$ cat config.mk
export PLATFORM = sky130hd
export DESIGN_NAME = loop_filter
export DESIGN_NICKNAME = d
export VERILOG_FILES = /design/src/rtl/cdr_pkg.sv /design/src/rtl/sat_add.sv /design/src/rtl/loop_filter.sv
export SDC_FILE = /design/constraint.sdc
export NUM_CORES = 1
export LEC_CHECK = 0
export BUFFER_PORTS_ARGS = -buffer_cell sky130_fd_sc_hd__buf_2
export CORE_MARGIN = 5
export CORE_UTILIZATION = 56
export CTS_CLUSTER_DIAMETER = 120
export DETAILED_ROUTE_END_ITERATION = 8
export HOLD_SLACK_MARGIN = 0.02
export PLACE_DENSITY = 0.86
export REMOVE_ABC_BUFFERS = 1
export SYNTH_ARGS = -nofsm -noshare
export SYNTH_HDL_FRONTEND = slang
export SYNTH_SLANG_ARGS = --single-unit
$ cat constraint.sdc
create_clock -name clk -period 6.5 [get_ports clk]
set_clock_uncertainty 0.05 [all_clocks]
set_input_delay 1.625 -clock clk [delete_from_list [all_inputs] [get_ports clk]]
set_output_delay 1.625 -clock clk [all_outputs]
set_load 0.05 [all_outputs]
$ cat src/rtl/cdr_pkg.sv
// Shared constants and types for the RX CDR digital loop filter.
// Gain shift tables are indexed directly by the 2-bit gain select.
package cdr_pkg;
  localparam int IN_W   = 6;
  localparam int OUT_W  = 9;
  localparam int FRAC_W = 8;
  localparam int FREQ_W = 12;

  typedef logic [1:0] gain_sel_t;

  // Shift amounts in fractional LSBs; entry index = gainsel
  localparam logic [3:0] KP_SH [4] = '{4'd8, 4'd7, 4'd6, 4'd5};
  localparam logic [3:0] KI_SH [4] = '{4'd2, 4'd1, 4'd0, 4'd0};
endpackage

$ cat src/rtl/sat_add.sv
// Signed saturating adder: result clamps to the representable W-bit range.
module sat_add #(
  parameter int W = 12
) (
  input  logic signed [W-1:0] a,
  input  logic signed [W-1:0] b,
  output logic signed [W-1:0] sum
);
  localparam logic signed [W-1:0] MAX_VAL = {1'b0, {(W-1){1'b1}}};
  localparam logic signed [W-1:0] MIN_VAL = {1'b1, {(W-1){1'b0}}};

  logic signed [W:0] full;

  always_comb begin
    full = {a[W-1], a} + {b[W-1], b};
    sum  = full[W-1:0];
    // Overflow shows up as disagreement between the two top bits
    if (full[W] != full[W-1]) begin
      sum = full[W] ? MIN_VAL : MAX_VAL;
    end
  end
endmodule

$ cat src/rtl/loop_filter.sv
// Second-order (P + I) loop filter of the RX CDR: phase error in, rotator code out.
// Frequency register saturates; phase accumulator wraps since the rotator is circular.
module loop_filter
  import cdr_pkg::*;
#(
  parameter int IN_W   = cdr_pkg::IN_W,
  parameter int OUT_W  = cdr_pkg::OUT_W,
  parameter int FRAC_W = cdr_pkg::FRAC_W,
  parameter int FREQ_W = cdr_pkg::FREQ_W
) (
  input  logic             clk,
  input  logic             reset,
  input  logic [IN_W-1:0]  input_signal,
  input  logic [1:0]       gainsel,
  output logic [OUT_W-1:0] output_signal
);
  localparam int PH_W  = OUT_W + FRAC_W;
  localparam int SUM_W = PH_W + 2;

  logic signed [FREQ_W-1:0] freq_q;
  logic        [PH_W-1:0]   phase_q;

  gain_sel_t                gsel;
  logic signed [FREQ_W-1:0] e_freq;
  logic signed [FREQ_W-1:0] ki_term;
  logic signed [FREQ_W-1:0] freq_n;
  logic signed [SUM_W-1:0]  e_ext;
  logic signed [SUM_W-1:0]  kp_term;
  logic signed [SUM_W-1:0]  freq_ext;
  logic signed [SUM_W-1:0]  phase_sum;
  logic [SUM_W-PH_W-1:0]    phase_sum_unused;

  assign gsel     = gainsel;
  assign e_freq   = {{(FREQ_W-IN_W){input_signal[IN_W-1]}}, input_signal};
  assign ki_term  = e_freq <<< KI_SH[gsel];
  assign e_ext    = {{(SUM_W-IN_W){input_signal[IN_W-1]}}, input_signal};
  assign kp_term  = e_ext <<< KP_SH[gsel];

  sat_add #(.W(FREQ_W)) u_freq_add (
    .a   (freq_q),
    .b   (ki_term),
    .sum (freq_n)
  );

  // Phase integrates the already-updated frequency, so a step in e moves both paths at once
  assign freq_ext         = {{(SUM_W-FREQ_W){freq_n[FREQ_W-1]}}, freq_n};
  assign phase_sum        = $signed({2'b00, phase_q}) + kp_term + freq_ext;
  assign phase_sum_unused = phase_sum[SUM_W-1:PH_W];

  always_ff @(posedge clk) begin
    if (reset) begin
      freq_q  <= '0;
      phase_q <= '0;
    end else begin
      freq_q  <= freq_n;
      phase_q <= phase_sum[PH_W-1:0];
    end
  end

  assign output_signal = phase_q[PH_W-1:FRAC_W];
endmodule

==> results of run 1 <==
==> worst min-delay path, delay by kind of cell, from the launching register on <==
| kind | cells | cell delay [ps] |
|---|---|---|
| adders and majority gates | 1 | 160 |
| DFF | 1 | 340 |
| and+or+nand+nor | 1 | 120 |
==> logic make-up after synthesis <==
group / share of synthesized area, %
compound gates: 18.8
xor+xnor: 5.99
fa+ha+maj: 25.5
buf+inv: 9.75
flops: 18.0
mux: 7.58
other cells: 0.233
simple gates: 14.2
==> flip-flops by register name (all words and copies together), names as in the netlist <==
signal	flops
phase_q	17
freq_q	12
==> final timing paths <==
path,endpoint,cells after the start
worst max-delay path,phase_q[16],22
worst min-delay path,phase_q[0],2
worst max register to register,phase_q[16],18
worst min register to register,phase_q[0],2
==> cells in the mapped netlist, drive strengths merged, types with 5 or more instances <==
master / number / share of area [%]
o21ai: 17 / 2.6
inv: 43 / 5.0
xor2: 14 / 3.8
fa: 13 / 8.1
nand2b: 7 / 1.4
mux2i: 12 / 3.7
nand2: 14 / 1.6
clkbuf: 9 / 1.0
dfxtp: 29 / 18
a21oi: 20 / 3.1
maj3: 11 / 3.8
nor3: 10 / 1.6
mux4: 5 / 3.5
ha: 35 / 14
a211oi: 5 / 1.3
a21o: 13 / 3.0
buf: 14 / 3.3
o21a: 9 / 2.1
xnor2: 8 / 2.2
nor2b: 10 / 1.9
nor2: 32 / 3.8
==> timing repair <==
action	4_1_cts	5_1_grt
resized for setup	0	19
buffers inserted	0	5
endpoints found under the hold margin	0	0
endpoints found under the setup margin	0	9
==> layer usage <==
layer	share of wire, %	global-route usage, %
met5	0	0
met4	1.8	8.49
met3	3.6	3.17
met2	52	44.1
met1	42	28.7
==> through the flow <==
step,std cells,worst slack (ps)
2_1_floorplan,354,-138
3_3_place_gp,492,-102
3_5_place_dp,492,-251
4_1_cts,500,10.2
5_1_grt,505,-50.1
6_report,505,142
==> final cells by class <==
cell class	count	area [sq um]	share of cell area (%)
multi-input cells	282	2410	62.6
repair buffers	71	488	12.7
flip-flops and latches	29	581	15.1
well taps	72	90.1	2.34
clock inverters	2	37.5	0.975
clock buffers	6	82.6	2.14
inverters	43	161	4.19
==> out/metrics.yaml, run 1 <==
status:
  status: "finished, final reports clean"
worst_setup_path:
  cpMostUsedCell: "o21a_1"
  rrSetupSlack_ps: 1900
  crit_required_ps: 6630
  worst_path_dominant_cell_family: "adder cells"
  crit_path_end_kind: "flip-flop"
  path_buf_inv: 4
  slowest_delay_ps: 520
  crit_fanout: 7
  slowest_stage: "mux4_2"
  worstSetupPathType: "in -> reg"
  worstPathCellList: "buf_2 -> inv_1 -> ha_4 -> mux4_2 -> ha_1 -> a21oi_1 -> o211ai_1 -> and3_1 -> a221oi_2 -> xnor2_2 -> buf_4 -> maj3_2 -> fa_1 -> inv_1 -> ha_1 -> o21a_1 -> o21a_1 -> o21a_1 -> o31a_1 -> o22ai_2 -> nor2_1 -> mux2_1"
  crit_path_start: "gainsel[1]"
  r2r_start: "freq_q[1]"
  arrival_ps: 6480
  startpoint_type: "input pin"
synthesis:
  ys.flop_type: "dfxtp_1"
  yosysSeqAreaShare_pct: 18.0
  yosysWarningCount: 0
  synth-edff-count: 0
  async_flop_share_pct: 0
  netlist_area_sq_um: 3220
  avgSynthCellArea_sq_um: 8.56
  synthCells: 376
  synthDistinctLibCells: 58
  ys_ff_latch: 29
timing:
  totalNegativeSetupSlack_ps: 0
  final_hold_viol_count: 0
  fin_crit_sh_pct: 97.8
  worstMarginPinSlew_ps: 569
  slew_headroom_pct: 62.1
  finalMaxSlewViolations: 0
  clock.fmax_mhz: 157
  fin_crit_ps: 6360
  finalSetupViolCount: 0
  hold_slack_ps: 609
clocking:
  cts.reportedPaths.clkPinSlew_ps: 70
  ctsHoldBuffers: 0
  h-tree-depth: 2
  worst_skew_pair.late_latency_ps: 290
  cts.sinks: 29
  numCtsBuffers: 5
  cts_tree: "yes"
  clockRootBuffer: "clkbuf_8"
  clock_path_buffers: 2
finish:
  antenna_cells: 0
  final_cell_area_sq_um: 3850
  final_common_cell: "buf_4"
  final_cell_mix: "buf_4, inv_1, nor2_1, ha_1, dfxtp_1"
  n_fill_cell: 412
  fin_nets: 490
  layout-drive-gt1-share_pct: 27.7
  utilization_pct: 69.5
  syn2layout_area_growth_pct: 19.6
route:
  drc: 0
  via_per_inst: 5.66
  drtIter0Drc: 192
  first_pass_iters: 4
  drtAntennaViolNets: 0
  wl_mm: 8.25
  wl_per_cell_microns: 16.3
  routed-via-count: 2859
place:
  place_area_sq_um: 3610
  port_buffers: 18
  dp_hpwl_mm: 6.07
  gp_congestion: 0.977
grt:
  grt_max_degree: 31
  grt.total_usage_pct: 24.1
  grt_pass1_wl_mm: 14.3
  grt_overflow: 0
  grt_pass1_vias: 3057
  antenna_found_initial: 0
min_path:
  hp-start: "phase_q[0]"
  holdCritPathClass: "reg -> reg"
floorplanning:
  initial_core_util_pct: 58.1
  pin_count: 19
  dieHeight_microns: 85.8
  core.rowCount: 27
  core_sq_um: 5540
  die_w_microns: 85.8
  dieArea_sq_um: 7370
flow_run:
  cap_violations: 0
Power of run 1 is not shown: default switching activity piles up to over one toggle a cycle in this logic, so the estimate is an artifact.
==> run 2, diff against run 1 <==
--- a/config.mk
+++ b/config.mk
@@ -11,7 +11,7 @@
 export CTS_CLUSTER_DIAMETER = 120
 export DETAILED_ROUTE_END_ITERATION = 8
 export HOLD_SLACK_MARGIN = 0.02
-export PLACE_DENSITY = 0.86
+export PLACE_DENSITY = 0.77
 export REMOVE_ABC_BUFFERS = 1
 export SYNTH_ARGS = -nofsm -noshare
 export SYNTH_HDL_FRONTEND = slang
==> out/metrics.yaml, run 2 (synthesis gave the netlist of run 1 again) <==
place:
  gp_congestion: 0.900  # was 0.977
  port_buffers: 18  # unchanged
  dp_cells: 491  # was 492
  dp_hpwl_mm: 5.74  # was 6.07 mm
finish:
  utilization_pct: 70.3  # was 69.5%
  n_fill_cell: 418  # was 412
  final_cells: 505  # unchanged
  syn2layout_area_growth_pct: 21.0  # was 19.6%
  fin_nets: 490  # unchanged
  layout-drive-gt1-share_pct: 28.4  # was 27.7%
  largest_reg_flops: 17  # unchanged
  final_cell_mix: "buf_4, inv_1, nor2_1"  # was buf_4, inv_1, nor2_1, ha_1, dfxtp_1
  final_common_cell: "buf_4"  # unchanged
  antenna_cells: 0  # unchanged
  regMostFlops: "phase_q"  # unchanged
  top_regs: "phase_q x17, freq_q x12"  # unchanged
route:
  wl_mm: 8.05  # was 8.25 mm
  drtAntennaViolNets: 0  # unchanged
  drc: 0  # unchanged
  wl_per_cell_microns: 15.9  # was 16.3 microns
  routed-via-count: 2839  # was 2859
  first_pass_iters: 4  # unchanged
  drtIter0Drc: 147  # was 192
  via_per_inst: 5.62  # was 5.66
worst_setup_path:
  crit_fanout: 8  # was 7
  crit_required_ps: 6630  # about the same
  crit_path_end_kind: "flip-flop"  # unchanged
  path_buf_inv: 5  # was 4
  r2r_start: "freq_q[0]"  # was freq_q[1]
  rrSetupSlack_ps: 1910  # was 1900 ps
  rr_endpoint: "phase_q[16]"  # unchanged
  slowest_stage: "fa_1"  # was mux4_2
  cpMostUsedCell: "inv_1"  # was o21a_1
  worst_path_dominant_cell_family: "compound AO/OA/AOI/OAI gates"  # was adder cells
  worstSetupPathType: "in -> reg"  # unchanged
  reg2reg_depth: 18  # unchanged
  startpoint_type: "input pin"  # unchanged
  worstPathCellList: "buf_2 -> inv_1 -> buf_4 -> ha_4 -> or2_2 -> inv_1 -> ha_1 -> a211oi_2 -> o211ai_1 -> and3_1 -> a221oi_2 -> xnor2_2 -> maj3_2 -> fa_1 -> inv_1 -> ha_1 -> a211oi_2 -> o21ai_1 -> o21a_1 -> o31a_1 -> o22ai_2 -> nor2_1 -> mux2_1"  # was buf_2 -> inv_1 -> ha_4 -> mux4_2 -> ha_1 -> a21oi_1 -> o211ai_1 -> and3_1 -> a221oi_2 -> xnor2_2 -> buf_4 -> maj3_2 -> fa_1 -> inv_1 -> ha_1 -> o21a_1 -> o21a_1 -> o21a_1 -> o31a_1 -> o22ai_2 -> nor2_1 -> mux2_1
  arrival_ps: 6480  # about the same
  slowest_delay_ps: 530  # was 520 ps
grt:
  grt_overflow: 0  # unchanged
  antenna_found_initial: 0  # unchanged
  grt_pass1_wl_mm: 12.6  # was 14.3 mm
  grt.total_usage_pct: 21.4  # was 24.1%
  grt_max_degree: 31  # unchanged
  grt_pass1_vias: 2757  # was 3057
clocking:
  worst_skew_pair.late_latency_ps: 300  # was 290 ps
  cts.reportedPaths.clkPinSlew_ps: 70  # about the same
  numCtsBuffers: 5  # unchanged
  cts_tree: "yes"  # unchanged
  clockRootBuffer: "clkbuf_8"  # unchanged
  clock_path_buffers: 2  # unchanged
  ctsHoldBuffers: 0  # unchanged
  h-tree-depth: 2  # unchanged
  cts.sinks: 29  # unchanged
timing:
  final_hold_viol_count: 0  # unchanged
  totalNegativeSetupSlack_ps: 0  # unchanged
  worstMarginPinSlew_ps: 591  # was 569 ps
  clock.fmax_mhz: 157  # about the same
  fin_crit_ps: 6350  # was 6360 ps
  slew_headroom_pct: 60.6  # was 62.1%
  fin_crit_sh_pct: 97.7  # was 97.8%
  finalMaxSlewViolations: 0  # unchanged
  finalSetupViolCount: 0  # unchanged
min_path:
  holdCritPathClass: "reg -> reg"  # unchanged
  hold_depth: 2  # unchanged
  holdPathEnd: "phase_q[0]"  # unchanged
  hp-start: "phase_q[0]"  # unchanged
floorplanning:
  initial_core_util_pct: 58.1  # unchanged
  dieArea_sq_um: 7370  # unchanged
  die_w_microns: 85.8  # unchanged
  core_sq_um: 5540  # unchanged
  dieHeight_microns: 85.8  # unchanged
  pin_count: 19  # unchanged
  core.rowCount: 27  # unchanged
flow_run:
  cap_violations: 0  # unchanged
status:
  status: "finished, final reports clean"  # unchanged
[run 2: cell types whose count changed in the layout (fill, tap and decap cells not counted), moves of 2 or more]
cell	change
buf_6	+2
ha_2	-2
buf_4	-2
ha_4	+5
ha_1	-3
[run 2: timing repair]
action,CTS,global route
cloned,0,0
setup buffers,0,6
setup endpoints to repair,1,8
pin swaps,0,10
gates resized for setup,1,23
[run 2: metal layers]
layer | track usage (%) | up-vias | share of wire [%]
met4 | 6.47 | 0 | 1.6
met2 | 37.4 | 71 | 52
li1 | - | 1397 | -
met3 | 3.17 | 12 | 2.9
met1 | 27.3 | 1359 | 44
met5 | 0 | - | 0
[run 2: tightest hold or removal path: stages (launching register included)]
cell and delay, ps:
dfxtp_1 350, fa_1 160, nor2b_1 130
[run 2: how the worst max path moves through the flow]
stage                   to       start  slack (ps)  cells after the start
2_1_floorplan  phase_q[16]  gainsel[1]        -140                     20
3_3_place_gp   phase_q[15]  gainsel[0]        -130                     24
3_5_place_dp   phase_q[16]  gainsel[1]        -240                     24
4_1_cts        phase_q[16]  gainsel[1]          20                     24
5_1_grt        phase_q[15]  gainsel[1]         -80                     24
6_report       phase_q[16]  gainsel[1]         150                     23
[run 2: per-stage QoR]
stage | instance area (sq um) | worst slack [ps] | hold WS [ps]
floorplan | 3070 | -138 | 555
global placement | 3610 | -129 | 581
detailed placement | 3610 | -244 | 571
CTS | 3710 | 19.3 | 617
global route | 3890 | -77.6 | 687
finish | 3890 | 150 | 618
[run 2: cell type report]
cell class	count	area (sq um)	area share (%)
flip-flops and latches	29	581	14.9
multi-input cells	282	2470	63.3
inverters	43	161	4.14
well taps	72	90.1	2.31
clock inverters	1	5.00	0.128
clock buffers	7	96.3	2.47
repair buffers	71	495	12.7
Power of run 2 is left out for the same reason.
==> run 3, diff against run 2 <==
--- a/config.mk
+++ b/config.mk
@@ -7,11 +7,11 @@
 export LEC_CHECK = 0
 export BUFFER_PORTS_ARGS = -buffer_cell sky130_fd_sc_hd__buf_2
 export CORE_MARGIN = 5
-export CORE_UTILIZATION = 56
+export CORE_UTILIZATION = 53
 export CTS_CLUSTER_DIAMETER = 120
 export DETAILED_ROUTE_END_ITERATION = 8
 export HOLD_SLACK_MARGIN = 0.02
-export PLACE_DENSITY = 0.77
+export PLACE_DENSITY = 0.74
 export REMOVE_ABC_BUFFERS = 1
 export SYNTH_ARGS = -nofsm -noshare
 export SYNTH_HDL_FRONTEND = slang
==> out/metrics.yaml, run 3 (synthesis gave the netlist of run 1 again) <==
timing:
  worstMarginPinSlew_ps: 585  # was 591 ps
  finalMaxSlewViolations: 0  # unchanged
  finalSetupViolCount: 0  # unchanged
  clock.fmax_mhz: 159  # was 157 MHz
  fin_crit_ps: 6290  # was 6350 ps
  totalNegativeSetupSlack_ps: 0  # unchanged
  final_hold_viol_count: 0  # unchanged
  fin_crit_sh_pct: 96.8  # was 97.7%
  slew_headroom_pct: 61.0  # was 60.6%
floorplanning:
  dieArea_sq_um: 7730  # was 7370 sq um
  die_w_microns: 87.9  # was 85.8 microns
  core.rowCount: 28  # was 27
  dieHeight_microns: 87.9  # was 85.8 microns
  core_sq_um: 5920  # was 5540 sq um
  pin_count: 19  # unchanged
  initial_core_util_pct: 54.4  # was 58.1%
status:
  status: "finished, final reports clean"  # unchanged
route:
  drtIter0Drc: 149  # was 147
  met1_length_mm: 3.49  # was 3.51 mm
  drtAntennaViolNets: 0  # unchanged
  wl_per_cell_microns: 14.4  # was 15.9 microns
  first_pass_iters: 4  # unchanged
  wl_met2_mm: 3.33  # was 4.18 mm
  drc: 0  # unchanged
  routed-via-count: 2803  # was 2839
  via_per_inst: 5.54  # was 5.62
  wl_mm: 7.27  # was 8.05 mm
  wl_met3_microns: 284  # was 235 microns
  highest_layer: "met4"  # unchanged
grt:
  grt.total_usage_pct: 20.4  # was 21.4%
  grt_pass1_wl_mm: 12.4  # was 12.6 mm
  antenna_found_initial: 0  # unchanged
  grt_pass1_vias: 2686  # was 2757
  grt_overflow: 0  # unchanged
  grt_max_degree: 31  # unchanged
clocking:
  worst_skew_pair.late_latency_ps: 290  # was 300 ps
  cts.reportedPaths.clkPinSlew_ps: 70  # about the same
  ctsHoldBuffers: 0  # unchanged
  numCtsBuffers: 5  # unchanged
  clock_path_buffers: 2  # unchanged
  cts_tree: "yes"  # unchanged
  clockRootBuffer: "clkbuf_8"  # unchanged
  h-tree-depth: 2  # unchanged
  cts.sinks: 29  # unchanged
worst_setup_path:
  arrival_ps: 6420  # was 6480 ps
  crit_required_ps: 6630  # about the same
  worstSetupPathType: "in -> reg"  # unchanged
  crit_path_end_kind: "flip-flop"  # unchanged
  startpoint_type: "input pin"  # unchanged
  crit_fanout: 7  # was 8
finish:
  largest_reg_flops: 17  # unchanged
  final_common_cell: "buf_4"  # unchanged
  top_regs: "phase_q x17, freq_q x12"  # unchanged
  final_cell_mix: "buf_4, inv_1, ha_1"  # was buf_4, inv_1, nor2_1
  n_fill_cell: 478  # was 418
  layout-drive-gt1-share_pct: 27.1  # was 28.4%
  antenna_cells: 0  # unchanged
  syn2layout_area_growth_pct: 18.4  # was 21.0%
  fin_nets: 488  # was 490
  regMostFlops: "phase_q"  # unchanged
place:
  gp_congestion: 0.835  # was 0.900
  port_buffers: 18  # unchanged
  dp_hpwl_mm: 5.69  # was 5.74 mm
min_path:
  holdCritPathClass: "reg -> reg"  # unchanged
flow_run:
  cap_violations: 0  # unchanged
run 3: area by class of cell:
type | count | area, sq um | area share (%)
Clock buffer | 7 | 96.3 | 2.53
Timing Repair Buffer | 69 | 477 | 12.5
Inverter | 43 | 161 | 4.23
Multi-Input combinational cell | 282 | 2400 | 62.9
Clock inverter | 1 | 5.00 | 0.131
Tap cell | 75 | 93.8 | 2.46
Sequential cell | 29 | 581 | 15.2
run 3: path summary, 6_finish.rpt:
check	cells past startpoint	to	startpoint	slack [ps]
worst max register to register	19	phase_q[16]	freq_q[0]	1960
worst max-delay path	24	phase_q[16]	gainsel[1]	210
worst min register to register	2	phase_q[0]	phase_q[0]	650
worst min-delay path	2	phase_q[0]	phase_q[0]	650
run 3: repair_timing:
| action | 4_1_cts | 5_1_grt |
|---|---|---|
| pin swaps | 0 | 8 |
| endpoints found under the setup margin | 5 | 8 |
| setup buffers | 0 | 2 |
| hold endpoints to repair | 0 | 0 |
| resized for setup | 2 | 15 |
run 3: worst max-delay path, stage by stage:
cell      delay, ps
buf_2            90
inv_2            40
buf_4           140
ha_4            180
or2_2           310
inv_1            70
ha_1            250
a211oi_2        220
o211ai_1        160
and3_1          190
a221oi_2        300
xnor2_2         180
buf_6           170
maj3_2          320
fa_1            520
inv_1            40
ha_1            300
o21a_1          170
o21a_1          170
o21a_1          120
o31a_1          350
o22ai_2         160
nor2_1           50
mux2_1          290
run 3: stage by stage:
stage	area, sq um	instances	utilization [%]	hold slack [ps]	setup slack, ps
2_1_floorplan	3070	354	-	555	-138
3_3_place_gp	3630	496	61.2	581	-224
3_5_place_dp	3630	496	61.2	591	-371
4_1_cts	3730	504	63.0	619	20.4
5_1_grt	3810	506	64.4	697	-39.0
6_report	3810	506	64.4	650	208
run 3: per-layer routing:
metal  up-vias  GRT usage, %
met5         -             0
met4         0          6.69
met3        15          3.57
met2        80          32.6
met1      1313          27.8
li1       1395             -
Power of run 3 is left out for the same reason.
